## src/rtl/morph_pkg.sv

```systemverilog
// Shared constants, types and the window reduction for the 3x3 binary morphology block.
package morph_pkg;

   localparam logic MORPH_ERODE  = 1'b0;
   localparam logic MORPH_DILATE = 1'b1;
   localparam int   SYNC_DLY     = 2;

   typedef struct packed {
      logic vld;
      logic hs;
      logic vs;
   } sync_t;

   typedef logic [2:0] win_row_t;

   function automatic logic morph_op(input logic [8:0] win, input logic mode);
      return (mode == MORPH_DILATE) ? (|win) : (&win);
   endfunction

endpackage

```

## src/rtl/binary_morph_3x3_line_buffer.sv

```systemverilog
// Two cascaded 1-bit line delays; tap1/tap2 give the same column one and two lines back.
// Latency: taps are registered state, shifted only on en. No backpressure.
module line_buffer_2taps #(
   parameter int DEPTH = 640
) (
   input  logic clk,
   input  logic en,
   input  logic din,
   output logic tap1,
   output logic tap2
);

   logic [DEPTH-1:0] line1_q, line1_d;
   logic [DEPTH-1:0] line2_q, line2_d;

   always_comb begin
      line1_d = line1_q;
      line2_d = line2_q;
      if (en) begin
         line1_d = {line1_q[DEPTH-2:0], din};
         line2_d = {line2_q[DEPTH-2:0], line1_q[DEPTH-1]};
      end
   end

   // Contents are deliberately not reset so the storage can map onto SRL/RAM.
   always_ff @(posedge clk) begin
      line1_q <= line1_d;
      line2_q <= line2_d;
   end

   assign tap1 = line1_q[DEPTH-1];
   assign tap2 = line2_q[DEPTH-1];

endmodule

```

## src/rtl/binary_morph_3x3.sv

```systemverilog
// 3x3 binary erode/dilate on a 1-bit edge stream; optional border masking via BINARY_MORPH_BORDER_CLEAR_EN.
// Latency: 2 clk from input pixel to data_out, framing delayed to match.
// No backpressure: accepts one pixel per valid cycle, data_out holds between valid results.
module binary_morph_3x3
   import morph_pkg::*;
#(
   parameter int IMG_WIDTH = 640,
   parameter int CNT_WIDTH = 12
) (
   input  logic clk,
   input  logic reset_n,
   input  logic data_in,
   input  logic data_in_valid,
   input  logic data_in_hs,
   input  logic data_in_vs,
   input  logic mode,
   output logic data_out,
   output logic data_out_valid,
   output logic data_out_hs,
   output logic data_out_vs
);

   if (IMG_WIDTH < 4 || (2 ** CNT_WIDTH) <= IMG_WIDTH) begin : g_bad_param
      $error("binary_morph_3x3: IMG_WIDTH must be >= 4 and fit in CNT_WIDTH bits");
   end

   sync_t [SYNC_DLY-1:0] sync_q, sync_d;
   sync_t                sync_in;
   win_row_t [2:0]       win_q, win_d;
   logic                 mode_latched_q, mode_latched_d;
   logic                 data_out_q, data_out_d;
   logic                 tap1, tap2;
   logic                 active;
   logic                 vs_rise;
   logic                 border;

   line_buffer_2taps #(
      .DEPTH (IMG_WIDTH)
   ) u_line_buffer (
      .clk  (clk),
      .en   (data_in_valid),
      .din  (data_in),
      .tap1 (tap1),
      .tap2 (tap2)
   );

   assign active  = data_in_hs & data_in_vs;
   assign vs_rise = data_in_vs & ~sync_q[0].vs;

   always_comb begin
      sync_in.vld = data_in_valid;
      sync_in.hs  = data_in_hs;
      sync_in.vs  = data_in_vs;
      sync_d      = {sync_q[SYNC_DLY-2:0], sync_in};
   end

   // Row 2 is the live pixel, rows 1/0 come from the line taps; newest column in bit 0.
   always_comb begin
      win_d = win_q;
      if (!active) begin
         win_d = '0;
      end else if (data_in_valid) begin
         win_d[2] = {win_q[2][1:0], data_in};
         win_d[1] = {win_q[1][1:0], tap1};
         win_d[0] = {win_q[0][1:0], tap2};
      end
   end

   always_comb begin
      mode_latched_d = vs_rise ? mode : mode_latched_q;
   end

`ifdef BINARY_MORPH_BORDER_CLEAR_EN
   logic [CNT_WIDTH-1:0] col_cnt_q, col_cnt_d;
   logic [CNT_WIDTH-1:0] row_cnt_q, row_cnt_d;
   logic [CNT_WIDTH-1:0] col_pipe_q, col_pipe_d;
   logic [CNT_WIDTH-1:0] row_pipe_q, row_pipe_d;
   logic                 hs_fall;

   assign hs_fall = sync_q[0].hs & ~data_in_hs;

   always_comb begin
      col_cnt_d = col_cnt_q;
      if (!data_in_hs) begin
         col_cnt_d = '0;
      end else if (data_in_valid && (col_cnt_q != '1)) begin
         col_cnt_d = col_cnt_q + 1'b1;
      end

      row_cnt_d = row_cnt_q;
      if (!data_in_vs) begin
         row_cnt_d = '0;
      end else if (hs_fall && (row_cnt_q != '1)) begin
         row_cnt_d = row_cnt_q + 1'b1;
      end

      // Coordinates of the pixel being shifted in, aligned with the window next clk.
      col_pipe_d = col_cnt_q;
      row_pipe_d = row_cnt_q;
   end

   always_ff @(posedge clk or negedge reset_n) begin
      if (!reset_n) begin
         col_cnt_q  <= '0;
         row_cnt_q  <= '0;
         col_pipe_q <= '0;
         row_pipe_q <= '0;
      end else begin
         col_cnt_q  <= col_cnt_d;
         row_cnt_q  <= row_cnt_d;
         col_pipe_q <= col_pipe_d;
         row_pipe_q <= row_pipe_d;
      end
   end

   assign border = (row_pipe_q < CNT_WIDTH'(2)) || (col_pipe_q < CNT_WIDTH'(2));
`else
   assign border = 1'b0;
`endif

   always_comb begin
      data_out_d = data_out_q;
      if (sync_q[0].vld) begin
         data_out_d = border ? 1'b0 : morph_op(win_q, mode_latched_q);
      end
   end

   always_ff @(posedge clk or negedge reset_n) begin
      if (!reset_n) begin
         sync_q         <= '0;
         win_q          <= '0;
         mode_latched_q <= MORPH_ERODE;
         data_out_q     <= 1'b0;
      end else begin
         sync_q         <= sync_d;
         win_q          <= win_d;
         mode_latched_q <= mode_latched_d;
         data_out_q     <= data_out_d;
      end
   end

   assign data_out       = data_out_q;
   assign data_out_valid = sync_q[SYNC_DLY-1].vld;
   assign data_out_hs    = sync_q[SYNC_DLY-1].hs;
   assign data_out_vs    = sync_q[SYNC_DLY-1].vs;

endmodule

```

## config.mk

```make
export PLATFORM = sky130hd
export DESIGN_NAME = binary_morph_3x3
export DESIGN_NICKNAME = d
export VERILOG_FILES = /design/src/rtl/morph_pkg.sv /design/src/rtl/binary_morph_3x3_line_buffer.sv /design/src/rtl/binary_morph_3x3.sv
export SDC_FILE = /design/constraint.sdc
export NUM_CORES = 1
export LEC_CHECK = 0
export ABC_CLOCK_PERIOD_IN_PS = 1270
export CAP_MARGIN = 10
export CORE_MARGIN = 2
export CORE_UTILIZATION = 30
export CTS_BUF_LIST = sky130_fd_sc_hd__clkbuf_4
export CTS_CLUSTER_DIAMETER = 60
export DETAILED_ROUTE_END_ITERATION = 8
export HOLD_SLACK_MARGIN = 0.03
export PLACE_DENSITY = 0.55
export SLEW_MARGIN = 15
export SYNTH_ARGS = -nofsm -noshare
export SYNTH_HDL_FRONTEND = slang
export SYNTH_HIERARCHICAL = 1
export SYNTH_SLANG_ARGS = --single-unit
export TNS_END_PERCENT = 50
```

## constraint.sdc

```tcl
create_clock -name clk -period 1.27 [get_ports clk]
set_input_delay 0.381 -clock clk [delete_from_list [all_inputs] [get_ports clk]]
set_output_delay 0.381 -clock clk [all_outputs]
set_load 0.02 [all_outputs]
```

==> flow_summary.toml, run 1 <==
[run_status]
status = "finished, violations left"
violations = "setup timing"

[hold_path]
min_path_type = "in -> reg"
holdPathStages = 3

[synth]
synth.top_cell.area_share_pct = 98.3
synth_nets = 1335
synth_most_common_cell = "edfxtp_1"
synth_warnings = 6
yosysSeqAreaShare_pct = 99.4
netlist_area_um2 = 39100
synth_top_area_cell = "edfxtp_1"
ys_ff_latch = 1297
syn_avg_cell_area_um2 = 29.4
synthTopCellsByArea = "edfxtp_1 (98%), dfrtp_1 (1.1%), mux2i_1 (0.23%)"
async_flop_share_pct = 1.31
syn_inst = 1328
synth_flop_cell = "edfxtp_1"
synth.distinct_cells = 15
synth_edf_count = 1280
synthTopCellsByCount = "edfxtp_1 (1,280), dfrtp_1 (17), mux2i_1 (9), nor2_1 (9)"

[clock_tree]
cts_tree = "built"
clk_pin_slew_ns = 0.07
cts_buffers = 331
clock_sink_count = 1297
root_buffer = "clkbuf_4"
htree_levels = 5
clk_path_buf_depth = 4
clk_latency_ns = 1.17

[setup_path]
cp-start-kind = "register"
crit_type = "reg -> out"
path_cells = "buf_6"
path_depth = 1
critical-path-max-stage-delay_ns = 0.37
crit_arrival_ns = 1.65
cp-end-kind = "output port"
critPathMaxFanout = 1
path_delay_family = "flip-flops"
cp_num_buf_inv = 1
cp_slowest_cell = "dfrtp_1"
r2r_cells = 3
crit_required_ns = 0.89

[finish]
layoutNonFillerInstCount = 3705
drive_above_1_share_pct = 28.9
num-fill-cells = 11900
fin_nets = 1763
syn_to_final_growth_pct = 18.4
finalInstanceArea_um2 = 46300
utilization_pct = 35.7

[route]
ant_nets = 0
drc = 0
postRouteWirelength_mm = 48.9
via_count = 14000
via_per_inst = 3.79
wl_met1_mm = 25.2
wl_per_cell_um = 13.2
top_layer = "met4"
drt_first_pass_iters = 6
drt_iter0_markers = 998
dr_wl_met3_mm = 2.51
met2_length_mm = 19.8

[sta]
post-route-period-util_pct = 160
tightest_slew_ns = 0.543
rsz0062_at_grt = "yes"
setup_ws_ns = -0.764
final.setup_skew_ns = 0.0754
maxSlewViolCount = 0
min_period_ns = 2.03
finalSetupTns_ns = -2.92
hold_violations = 0
timing.fmax_ghz = 0.492
finalSetupViolCount = 4
timing.slew.headroom_pct = 63.8

[floorplan]
start_util_pct = 30.2
dieHeight_um = 365
die-area_um2 = 133000
die_width_um = 365
ios = 11
num_rows = 132
core_um2 = 129000

[global_routing]
antenna_found_initial = 2
grt_max_degree = 66
grt_pass1_wl_mm = 79.3
grt_usage_pct = 7.49
first_global_vias = 14900
overflow = 0

[power_and_ir_drop]
ir_drop_mv = 0.827
leakage_nw = 15.7
power_density_nw_per_um2 = 1820

[place]
numPortBuffers = 10
dp_cells = 3157
gp_congestion = 0.688
placed_cell_area_um2 = 42400
dp_hpwl_mm = 20.4
place_ws_ns = -0.249

[job]
drv_cap = 0
[power breakdown]
| part | internal, W | switching (W) | leakage (nW) | total [W] |
|---|---|---|---|---|
| logic | 0.000371 | 0.000854 | 0.698 | 0.00122 |
| registers | 0.0497 | 0.000691 | 12.7 | 0.0504 |
| clock network | 0.0171 | 0.0153 | 2.30 | 0.0324 |
| total | 0.0671 | 0.0169 | 15.7 | 0.0840 |
[layout by cell type (no fill, tap or decap), types with 3 or more instances in the layout]
| cell | n |
|---|---|
| buf_6 | 3 |
| dlygate4sd3_1 | 7 |
| clkdlybuf4s50_1 | 5 |
| clkinv_2 | 4 |
| edfxtp_1 | 1280 |
| buf_12 | 33 |
| dfrtp_1 | 17 |
| clkbuf_4 | 463 |
| inv_2 | 7 |
| diode_2 | 8 |
| clkinv_1 | 54 |
| nor2_1 | 9 |
| buf_4 | 46 |
| mux2i_1 | 9 |
[sequential cells by signal, summed over array words and instances (netlist names)]
register / count
data_out_valid: 1
u_line_buffer/line1_q: 640
data_out: 1
data_out_hs: 1
sync_d: 3
mode_latched_q: 1
data_out_vs: 1
u_line_buffer/line2_q: 640
win_q: 9
[final timing paths]
path	startpoint	end	slack [ns]
hold / removal	data_in_valid	u_line_buffer/line2_q[390]$_DFFE_PP_	0.29
min in group asynchronous	reset_n	data_out_valid$_DFF_PN0_	0.67
max in group asynchronous	reset_n	sync_d[3]$_DFF_PN0_	0.41
hold reg to reg	sync_d[4]$_DFF_PN0_	data_out_hs$_DFF_PN0_	0.34
setup reg to reg	win_q[7]$_DFFE_PN0P_	data_out$_DFFE_PN0P_	0.09
setup / recovery	data_out_valid$_DFF_PN0_	data_out_valid	-0.76
[through the flow]
| stage | power (W) | hold slack (ns) |
|---|---|---|
| final | 0.0840 | 0.292 |
| after CTS | 0.0860 | 0.139 |
| after floorplan | 0.0510 | 0.0854 |
| after detailed placement | 0.0525 | 0.338 |
| after global routing | 0.0883 | 0.165 |
| after global placement | 0.0524 | 0.340 |
[cell families (layout without fill, tap and decap cells)]
kind of cell	Yosys count	count (layout)	synth area share, %
AND/OR/NAND/NOR	16	16	0.224
multiplexers	10	10	0.259
flip-flops	1297	1297	99.4
other	0	8	0
buffers and inverters	2	629	0.0224
AO/OA/AOI/OAI	3	3	0.0608
[layout make-up]
cell class | instances | area, µm² | area share (%)
Inverter | 1 | 3.75 | 0.00811
Clock buffer | 463 | 3480 | 7.51
Antenna cell | 8 | 20.0 | 0.0433
Multi-Input combinational cell | 29 | 213 | 0.460
Sequential cell | 1297 | 38900 | 84.0
Clock inverter | 69 | 327 | 0.706
Tap cell | 1742 | 2180 | 4.71
Timing Repair Buffer | 96 | 1180 | 2.55
[layer usage]
layer / up-vias / track usage [%]
li1: 6478 / -
met1: 7129 / 10.8
met2: 311 / 9.11
met3: 123 / 3.05
met4: 0 / 4.83
met5: - / 0
[repair_timing]
item | in CTS | in global routing
setup buffers | 1 | 0
setup endpoints to repair | 4 | 5
pin swaps | 0 | 1
hold buffers | 7 | 0
resized for setup | 20 | 2
endpoints found under the hold margin | 1311 | 0
(Power assumes the default switching activity.)
==> inputs of run 2 (changes only) <==
CORE_MARGIN = 4   (was 2)
==> flow_summary.toml, run 2 (synthesized netlist as in run 1, its figures left out) <==
[global_routing]
met3_usage_pct = 2.73
grt_max_degree = 47
grtUsageMet2_pct = 9.17
grtUsageMet1_pct = 10.4
antenna_found_initial = 2
grt_pass1_wl_mm = 80.3
first_global_vias = 15000
overflow = 0
busiest_layer = "met1"
grt_usage_pct = 7.28

[clock_tree]
clock_sink_count = 1297
clk_latency_ns = 1.11
clk_path_buf_depth = 4
cts_tree = "built"
cts_buffers = 338
clk_pin_slew_ns = 0.06
root_buffer = "clkbuf_4"
htree_levels = 5

[floorplan]
num_rows = 132
start_util_pct = 30.2
dieHeight_um = 369
core_um2 = 129000
ios = 11
die_width_um = 369
die-area_um2 = 136000

[route]
via_per_inst = 3.79
via_count = 14100
postRouteWirelength_mm = 49.3
drc = 0
drt_iter0_markers = 894
ant_nets = 0
drt_first_pass_iters = 4
wl_per_cell_um = 13.2

[finish]
layout_common_cells = "edfxtp_1 (1,280), clkbuf_4 (477), buf_4 (63)"
fin_nets = 1784
regArea_um2 = 38900
drive_above_1_share_pct = 30.2
layout_commonest_cell = "edfxtp_1"
multiInputGateArea_um2 = 213
layoutNonFillerInstCount = 3732
biggestRegsByFlops = "u_line_buffer/line1_q: 640 flops, u_line_buffer/line2_q: 640 flops, win_q: 9 flops"
num-fill-cells = 11800
finalInstanceArea_um2 = 46400
syn_to_final_growth_pct = 18.7

[setup_path]
path_delay_family = "flip-flops"
reg2reg_from = "win_q[4]$_DFFE_PN0P_"
cp_num_buf_inv = 1
cp-start-kind = "register"
r2r_slack_ns = 0.14
r2r_cells = 3
cp_slowest_cell = "dfrtp_1"
r2r_end = "data_out$_DFFE_PN0P_"
crit_required_ns = 0.89
critical-path-max-stage-delay_ns = 0.39
path_cells = "buf_6"
cp-end-kind = "output port"
critPathMaxFanout = 2
crit_arrival_ns = 1.61
crit_type = "reg -> out"

[sta]
hold_violations = 0
timing.slew.headroom_pct = 69.5
finalSetupViolCount = 4
maxSlewViolCount = 0
tightest_slew_ns = 0.458
setup_ws_ns = -0.716
min_period_ns = 1.99
post-route-period-util_pct = 156
final.setup_skew_ns = 0.0874
rsz0062_at_grt = "yes"
timing.fmax_ghz = 0.503

[power_and_ir_drop]
p_int_w = 0.0672
p_sw_share_pct = 20.2
pwr-share-seq_pct = 59.8
ir_drop_mv = 0.723
p_sw_w = 0.0170
power_density_nw_per_um2 = 1820
clockPowerShare_pct = 38.7
combPwrFrac_pct = 1.5
leakage_nw = 15.8

[run_status]
violations = "setup timing"
status = "finished, violations left"

[place]
numPortBuffers = 10
dp_hpwl_mm = 20.8
dp_cells = 3171
placed_cell_area_um2 = 42400
gp_congestion = 0.688

[hold_path]
min_from = "u_line_buffer/line2_q[337]$_DFFE_PP_"
holdPathStages = 0
hold_end = "u_line_buffer/line2_q[338]$_DFFE_PP_"
min_path_type = "reg -> reg"

[job]
drv_cap = 0
run 2: metal layers:
layer	vias up	part of all wire [%]
met5	-	0
met4	0	3.3
met3	158	4.7
met2	302	42
met1	7142	50
li1	6530	-
run 2: worst max path at each step:
| stage | depth (start not counted) | start | endpoint |
|---|---|---|---|
| after global routing | 1 | data_out$_DFFE_PN0P_ | data_out |
| after floorplan | 3 | win_q[4]$_DFFE_PN0P_ | data_out$_DFFE_PN0P_ |
| after global placement | 3 | data_in_vs | mode_latched_q$_DFFE_PN0P_ |
| after detailed placement | 3 | data_in_vs | mode_latched_q$_DFFE_PN0P_ |
| final | 1 | data_out$_DFFE_PN0P_ | data_out |
| after CTS | 1 | data_out$_DFFE_PN0P_ | data_out |
run 2: power by group through the flow:
| stage | clock network [W] | logic [W] | registers (W) |
|---|---|---|---|
| after floorplan | 0 | 0.0000406 | 0.0509 |
| final | 0.0326 | 0.00124 | 0.0504 |
| after global routing | 0.0371 | 0.00136 | 0.0506 |
| after CTS | 0.0345 | 0.00127 | 0.0505 |
| after global placement | 0 | 0.00118 | 0.0513 |
| after detailed placement | 0 | 0.00127 | 0.0512 |
run 2: area by class of cell:
class	count	share of cell area (%)
clock inverters	71	0.636
diodes	5	0.0270
clock buffers	477	7.72
inverters	1	0.00809
flip-flops and latches	1297	83.8
repair buffers	110	2.69
multi-input cells	29	0.458
well taps	1742	4.70
run 2: timing repair:
item / in CTS / in global routing
hold buffers: 7 / 0
resized for setup: 20 / 2
pin swaps: 0 / 0
buffers inserted: 1 / 0
endpoints found under the setup margin: 4 / 4
hold endpoints to repair: 1311 / 0
run 2: metrics by stage:
step / setup WS (ns) / setup TNS, ns / hold slack (ns) / util [%] / total power (W)
after floorplan: 0.209 / 0 / 0.0854 / - / 0.0510
after global placement: -0.272 / -121.41 / 0.332 / 32.8 / 0.0524
after detailed placement: -0.215 / -149.01 / 0.353 / 32.8 / 0.0525
after CTS: -0.946 / -3.71 / 0.142 / 35.8 / 0.0863
after global routing: -0.913 / -3.61 / 0.171 / 35.8 / 0.0890
final: -0.716 / -2.78 / 0.337 / 35.8 / 0.0842
==> inputs of run 3 (changes only) <==
CORE_ASPECT_RATIO = 2   (was not set)
==> flow_summary.toml, run 3 (synthesized netlist as in run 1, its figures left out) <==
[global_routing]
antenna_found_initial = 2
grt_pass1_wl_mm = 84.0
grt_usage_pct = 7.60
first_global_vias = 15400
overflow = 0
grt_max_degree = 82

[route]
ant_nets = 0
via_count = 14100
drt_iter0_markers = 994
via_per_inst = 3.88
wl_per_cell_um = 14.3
postRouteWirelength_mm = 51.9
drt_first_pass_iters = 4
drc = 0

[setup_path]
cp-start-kind = "register"
critical-path-max-stage-delay_ns = 0.40
cp-end-kind = "output port"
cp_slowest_cell = "dfrtp_1"
path_cells = "buf_6"
critPathMaxFanout = 2
crit_arrival_ns = 1.61
crit_type = "reg -> out"
path_delay_family = "flip-flops"
crit_required_ns = 0.89
cp_num_buf_inv = 1

[place]
numPortBuffers = 10
placed_cell_area_um2 = 42400
dp_cells = 3128
gp_congestion = 0.693
dp_hpwl_mm = 22.9

[clock_tree]
post_cts_buffers = 0
clk_path_buf_depth = 4
root_buffer = "clkbuf_4"
clk_latency_ns = 1.09
cts_tree = "built"
clock_sink_count = 1297
cts_buffers = 305
clk_pin_slew_ns = 0.07
htree_levels = 5

[run_status]
status = "finished, violations left"
violations = "setup timing"

[floorplan]
start_util_pct = 30.2
core_um2 = 130000
die_width_um = 263
ios = 11
die-area_um2 = 136000
num_rows = 187
dieHeight_um = 518

[sta]
setup_ws_ns = -0.718
post-route-period-util_pct = 157
min_period_ns = 1.99
tightest_slew_ns = 0.461
timing.fmax_ghz = 0.503
final.setup_skew_ns = 0.0599
hold_violations = 0
rsz0062_at_grt = "yes"
maxSlewViolCount = 0
finalSetupViolCount = 4
timing.slew.headroom_pct = 69.3
finalSetupTns_ns = -2.77

[power_and_ir_drop]
leakage_nw = 15.6
clockPowerShare_pct = 37.5
p_sw_w = 0.0169
p_int_w = 0.0657
p_sw_share_pct = 20.5
combPwrFrac_pct = 1.5
total_power_w = 0.0826
power_density_nw_per_um2 = 1800
ir_drop_mv = 0.563
pwr-share-seq_pct = 61.0

[finish]
drive_above_1_share_pct = 27.7
fin_nets = 1748
biggestRegsByFlops = "u_line_buffer/line1_q: 640 flops, u_line_buffer/line2_q: 640 flops, win_q: 9 flops"
layoutNonFillerInstCount = 3634
syn_to_final_growth_pct = 17.7
layout_common_cells = "edfxtp_1 (1,280), clkbuf_4 (419), clkinv_1 (60)"
finalInstanceArea_um2 = 46000
layout_commonest_cell = "edfxtp_1"
utilization_pct = 35.5

[job]
drv_cap = 0

[hold_path]
min_path_type = "in -> reg"
-- run 3: power groups by stage --
stage | Clock [W] | Sequential [W] | Combinational (W)
2_1_floorplan | 0 | 0.0509 | 0.0000406
3_3_place_gp | 0 | 0.0513 | 0.00120
3_5_place_dp | 0 | 0.0513 | 0.00129
4_1_cts | 0.0329 | 0.0505 | 0.00128
5_1_grt | 0.0351 | 0.0506 | 0.00137
6_report | 0.0310 | 0.0504 | 0.00125
-- run 3: worst paths after layout --
check | start | to | slack (ns) | depth (start not counted)
max | data_out$_DFFE_PN0P_ | data_out | -0.72 | 1
min | data_in_hs | sync_d[4]$_DFF_PN0_ | 0.34 | 2
max reg2reg | win_q[4]$_DFFE_PN0P_ | data_out$_DFFE_PN0P_ | 0.11 | 3
min reg2reg | sync_d[4]$_DFF_PN0_ | data_out_hs$_DFF_PN0_ | 0.35 | 0
max in group asynchronous | reset_n | data_out_valid$_DFF_PN0_ | 0.36 | 4
min in group asynchronous | reset_n | win_q[7]$_DFFE_PN0P_ | 0.72 | 4
-- run 3: final cells by class --
type                       count  area, µm²
multi-input combinational     29        213
clock inverter                78        367
inverter                       1       3.75
fill                       11900      83600
clock buffer                 419       3150
tap                         1701       2130
sequential                  1297      38900
timing repair buffer         107       1270
antenna                        2       5.00
-- run 3: repair_timing --
item,CTS,global route
resized for setup,21,0
endpoints found under the hold margin,1311,0
hold buffers,7,0
setup endpoints to repair,4,4
-- run 3: worst reg2reg max path, stage by stage, from the launching register on --
cell and delay, ns:
dfrtp_1 0.42, nor4_2 0.28, a21oi_1 0.10, o221a_1 0.24
-- run 3: routing by layer --
| layer | track usage (%) | share of wire [%] | vias up | wire length (µm) |
|---|---|---|---|---|
| li1 | - | - | 6404 | - |
| met2 | 10.9 | 46 | 341 | 23800 |
| met5 | 0 | 0 | - | 0 |
| met4 | 4.17 | 3.2 | 0 | 1670 |
| met1 | 9.95 | 46 | 7220 | 23900 |
| met3 | 2.89 | 4.9 | 135 | 2550 |
-- run 3: per-stage QoR --
step	hold WS [ns]	worst slack, ns
final	0.342	-0.718
after global placement	0.334	-0.213
after CTS	0.107	-0.963
after global routing	0.177	-0.919
after floorplan	0.0854	0.209
after detailed placement	0.335	-0.229
